===== src/rtl/sdram_cpu_bridge.sv =====
// Byte-wide CPU bus to 16-bit toggle-handshake SDRAM port bridge with a
// single-word read buffer (write-through on tag match).
module sdram_cpu_bridge #(
  parameter int DATA_DELAY = 5
) (
  input  logic        clk,
  input  logic        reset,
  input  logic [23:0] bus_addr,
  input  logic        bus_rd,
  input  logic        bus_wr,
  input  logic [7:0]  bus_din,
  output logic [7:0]  bus_dout,
  output logic        bus_busy,
  input  logic        inval,
  output logic        mem_req,
  input  logic        mem_ack,
  output logic [22:0] mem_addr,
  output logic [15:0] mem_din,
  output logic [1:0]  mem_ds,
  output logic        mem_we,
  input  logic [15:0] mem_dout,
  output logic [1:0]  state_dbg
);

  localparam logic [1:0] ST_IDLE  = 2'd0;
  localparam logic [1:0] ST_REQ   = 2'd1;
  localparam logic [1:0] ST_DWAIT = 2'd2;

  localparam int CW = (DATA_DELAY > 1) ? $clog2(DATA_DELAY) : 1;
  localparam logic [CW-1:0] CNT_LOAD = CW'(DATA_DELAY - 1);

  // Handshake: mem_req toggles once per request; the request is complete
  // when mem_ack has toggled to match it (mem_req == mem_ack means idle).

  logic [1:0]    state;
  logic [CW-1:0] cnt;
  logic          buf_valid;
  logic [22:0]   buf_tag;
  logic [15:0]   buf_data;
  logic          rd_lsb;
  logic          fill_blocked;

  logic          strobe;
  logic          tag_hit;
  logic          ack_seen;
  logic [7:0]    hit_byte;
  logic [7:0]    fill_byte;

  assign state_dbg = state;
  assign strobe    = (bus_rd | bus_wr) & ~bus_busy & (state == ST_IDLE);
  assign tag_hit   = buf_valid & (buf_tag == bus_addr[23:1]);
  assign ack_seen  = (mem_ack == mem_req);
  assign hit_byte  = bus_addr[0] ? buf_data[15:8] : buf_data[7:0];
  assign fill_byte = rd_lsb ? mem_dout[15:8] : mem_dout[7:0];

  always_ff @(posedge clk) begin
    if (reset) begin
      state        <= ST_IDLE;
      cnt          <= '0;
      bus_busy     <= 1'b0;
      bus_dout     <= 8'h00;
      buf_valid    <= 1'b0;
      buf_tag      <= '0;
      buf_data     <= '0;
      rd_lsb       <= 1'b0;
      fill_blocked <= 1'b0;
      mem_req      <= mem_ack;
      mem_addr     <= '0;
      mem_din      <= '0;
      mem_ds       <= 2'b00;
      mem_we       <= 1'b0;
    end else begin
      if (inval) buf_valid <= 1'b0;
      // An invalidate seen mid-fill must keep that fill from re-validating.
      if (inval && state != ST_IDLE) fill_blocked <= 1'b1;

      case (state)
        ST_IDLE: begin
          if (strobe) begin
            if (bus_wr) begin
              mem_we       <= 1'b1;
              mem_addr     <= bus_addr[23:1];
              mem_din      <= {bus_din, bus_din};
              mem_ds       <= {bus_addr[0], ~bus_addr[0]};
              mem_req      <= ~mem_req;
              bus_busy     <= 1'b1;
              fill_blocked <= 1'b0;
              state        <= ST_REQ;
              if (tag_hit) begin
                if (bus_addr[0]) buf_data[15:8] <= bus_din;
                else             buf_data[7:0]  <= bus_din;
              end
            end else if (tag_hit && !inval) begin
              bus_dout <= hit_byte;
            end else begin
              mem_we       <= 1'b0;
              mem_addr     <= bus_addr[23:1];
              mem_ds       <= 2'b11;
              mem_req      <= ~mem_req;
              rd_lsb       <= bus_addr[0];
              bus_busy     <= 1'b1;
              fill_blocked <= 1'b0;
              state        <= ST_REQ;
            end
          end
        end
        ST_REQ: begin
          if (ack_seen) begin
            if (mem_we) begin
              bus_busy <= 1'b0;
              state    <= ST_IDLE;
            end else begin
              cnt   <= CNT_LOAD;
              state <= ST_DWAIT;
            end
          end
        end
        ST_DWAIT: begin
          if (cnt == '0) begin
            buf_data  <= mem_dout;
            buf_tag   <= mem_addr;
            buf_valid <= ~(fill_blocked | inval);
            bus_dout  <= fill_byte;
            bus_busy  <= 1'b0;
            state     <= ST_IDLE;
          end else begin
            cnt <= cnt - CW'(1);
          end
        end
        default: state <= ST_IDLE;
      endcase
    end
  end

endmodule


===== config.mk =====
export PLATFORM = sky130hd
export DESIGN_NAME = sdram_cpu_bridge
export DESIGN_NICKNAME = d
export VERILOG_FILES = /design/src/rtl/sdram_cpu_bridge.sv
export SDC_FILE = /design/constraint.sdc
export NUM_CORES = 1
export LEC_CHECK = 0
export ABC_AREA = 1
export BUFFER_PORTS_ARGS = -buffer_cell sky130_fd_sc_hd__buf_2
export CAP_MARGIN = 20
export CORE_ASPECT_RATIO = 0.8
export CORE_MARGIN = 3
export CORE_UTILIZATION = 45
export CTS_CLUSTER_DIAMETER = 30
export DETAILED_ROUTE_END_ITERATION = 8
export PLACE_DENSITY_LB_ADDON = 0.2
export SLEW_MARGIN = 0
export SYNTH_ARGS = -nofsm -noshare
export SYNTH_HDL_FRONTEND = slang
export SYNTH_SLANG_ARGS = --single-unit

===== constraint.sdc =====
create_clock -name clk -period 2 [get_ports clk]
set_input_delay 0.3 -clock clk [delete_from_list [all_inputs] [get_ports clk]]
set_output_delay 0.3 -clock clk [all_outputs]
set_load 0.005 [all_outputs]

==> run_results.csv <==
group,metric,value,unit
status,status,"finished clean",
power,p_per_area,1310,nW/µm²
run,maxCapViolCount,0,
setup_path,crit_fanout,16,
grt,grtUsageTotal,21.7,%
routing,remaining_drc_errors,0,
setup_path,max_stage_delay,0.36,ns
grt,grt_overflow,0,
finish,drive_above_1_share,20.7,%
power,ir_worst_vdd,581,µV
setup_path,path_class,"reg -> reg",
setup_path,critPathCaptureType,"register",
yosys,yosysSeqAreaShare,36.8,%
setup_path,worst_r2r_path_depth,8,
worst_hold_path,hold_class,"in -> reg",
routing,finalWirelength,13.1,mm
cts,cts_num_sinks,91,
timing,fin_crit_sh,90.5,%
worst_hold_path,whs_path_depth,3,
setup_path,cp-start-kind,"register",
finish,fin_area,5910,µm²
floorplan,die_h,100,µm
routing,dr.pass1.iters,6,
timing,fin_worst_skew,0.00703,ns
floorplan,rows,33,
cts,cts_tree,"yes",
yosys,avgSynthCellArea,6.45,µm²
setup_path,crit_family,"buffers and inverters",
cts,insertion_delay,0.33,ns
finish,final_common_cell,"nand2_1",
cts,cts-buffers-inserted,9,
floorplan,die-area,12400,µm²
grt,grt_max_degree,80,
finish,diodes,0,
finish,nets,919,
setup_path,crit_chain,"inv_1 > ha_1 > buf_4 > nand2_2 > nor2_1 > buf_4 > o21ai_0 > a21oi_1",
timing,final_max_slew_viol_count,0,
timing,setup_viol,0,
placed_design,dp_hpwl,9.54,mm
yosys,synth-warning-count,0,
placed_design,portBuffers,107,
floorplan,die_w,124,µm
cts,max-clock-path-buffers,2,
yosys,postSynthCellCount,772,
floorplan,io_pins,108,
setup_path,crit_buf_inv,3,
placed_design,dpl_worst_slack,0.0967,ns
grt,first_global_vias,4536,
setup_path,slowest_stage,"dfxtp_1",
timing,slew_headroom,60.6,%
placed_design,place_congestion,0.832,
setup_path,cp.arrival,2.07,ns
cts,path_clk_slew,0.06,ns
yosys,synth_cell_types,26,
yosys,synth_nets,832,
floorplan,core_area,10500,µm²
finish,layout_common_cells,"nand2_1, buf_2, inv_1",
routing,ant_nets,0,
routing,drt_iter0_drc,315,
routing,vias,4997,
power,leakage,2.91,nW
setup_path,cp_common_cell,"buf_4",
cts,hold_buffers,0,
cts,clockRootBuffer,"clkbuf_16",
timing,hold_violations,0,
timing,fin_crit,1.81,ns
setup_path,cp.depth,8,
routing,vias_per_cell,4.98,
timing,fmax,0.553,GHz
yosys,netlist_area,4980,µm²
placed_design,place_area,5570,µm²
timing,tightest_slew,0.590,ns
finish,areaGrowthSynthToFinish,18.6,%
grt,grt_pass1_wl,21.8,mm
floorplan,start_util,47.3,%
timing,worst_slack,0.191,ns
cts,cts-htree-levels,3,
routing,wl_per_cell,13.0,µm
grt,antenna_found_initial,0,
yosys,ys_ff_latch,91,
setup_path,required,2.26,ns
final timing paths:
path	slack [ns]	endpoint	start
setup / recovery	0.19	mem_din[11]	state_dbg[1]
hold / removal	0.24	mem_din[8]	bus_din[0]
setup reg to reg	0.19	mem_din[11]	state_dbg[1]
hold reg to reg	0.46	buf_data[7]	buf_data[7]
per-layer routing:
metal | wire length [µm] | GRT usage [%] | up-vias
met3 | 992 | 5.69 | 12
met2 | 5660 | 31.9 | 158
met5 | 0 | 0 | -
li1 | - | - | 2596
met1 | 6340 | 31.7 | 2231
met4 | 81 | 5.19 | 0
cell families after synthesis:
| kind of cell | Yosys count | synth area share, % |
|---|---|---|
| XOR/XNOR | 1 | 0.176 |
| flip-flops | 91 | 36.8 |
| buffers and inverters | 159 | 13.6 |
| AO/OA/AOI/OAI | 154 | 17.5 |
| adder cells (fa/ha/maj) | 6 | 1.51 |
| AND/OR/NAND/NOR | 361 | 30.5 |
area by class of cell:
cell class              instances  area, µm²
clock buffers                  13        260
clock inverters                 2       35.0
fillers                      1046       4620
inverters                     113        424
multi-input cells             522       2480
flip-flops and latches         91       1830
well taps                     140        175
repair buffers                122        701
per-stage QoR:
stage | hold slack, ns | TNS [ns] | util [%] | instances | total power, mW
after global placement | 0.445 | 0 | 52.9 | 986 | 5.92
after detailed placement | 0.451 | 0 | 52.9 | 986 | 6.03
final | 0.238 | 0 | 56.1 | 1003 | 7.75
after floorplan | 0.437 | 0 | - | 772 | 5.02
after CTS | 0.227 | 0 | 55.7 | 1001 | 7.77
after global routing | 0.234 | -0.00303 | 56.1 | 1003 | 8.42
synth_stat cells:
cell type    n  area, µm²
inv_1      102        383
nor2_1      97        364
xor2_1       1       8.76
nand2_4      1       11.3
clkinv_1     1       3.75
nand3_1     32        160
buf_2        7       35.0
o21ai_1      2       10.0
a21oi_1     62        310
o221ai_1     8       70.1
edfxtp_1     1       30.0
nand3_4      2       35.0
nor2_2       2       12.5
buf_6        4       45.0
nand4_1     21        131
nor2_4       2       22.5
nand2_1    198        743
ha_1         6       75.1
dfxtp_1     90       1800
inv_2       10       37.5
o21bai_1     1       7.51
nand2_2      6       37.5
buf_4       11       82.6
a21oi_2     18        158
o21ai_0     63        315
clkbuf_1    24       90.1
worst reg2reg max path: cells and delay by family (launching register included):
family | cells | cell delay [ns]
buffers and inverters | 3 | 0.54
AND/OR/NAND/NOR | 2 | 0.43
flip-flops | 1 | 0.36
AO/OA/AOI/OAI | 2 | 0.25
adder cells (fa/ha/maj) | 1 | 0.17
repair_timing:
| action | 4_1_cts | 5_1_grt |
|---|---|---|
| gates resized for setup | 0 | 6 |
| setup endpoints to repair | 0 | 38 |
| buffers inserted | 0 | 2 |
state kept, by name, summed over array words and instances (netlist names), 2 cells and up:
signal and cells:
mem_addr 23, state_dbg 2, buf_tag 23, buf_data 16, cnt 3, bus_dout 8, mem_ds 2, mem_din 8
report_power, final:
part           total, mW  switching (mW)  internal, mW
combinational       3.30            1.98          1.32
sequential          2.75           0.374          2.37
clock               1.70           0.675          1.03
total               7.75            3.03          4.72
No activity file was read; power rests on OpenSTA's default activity.
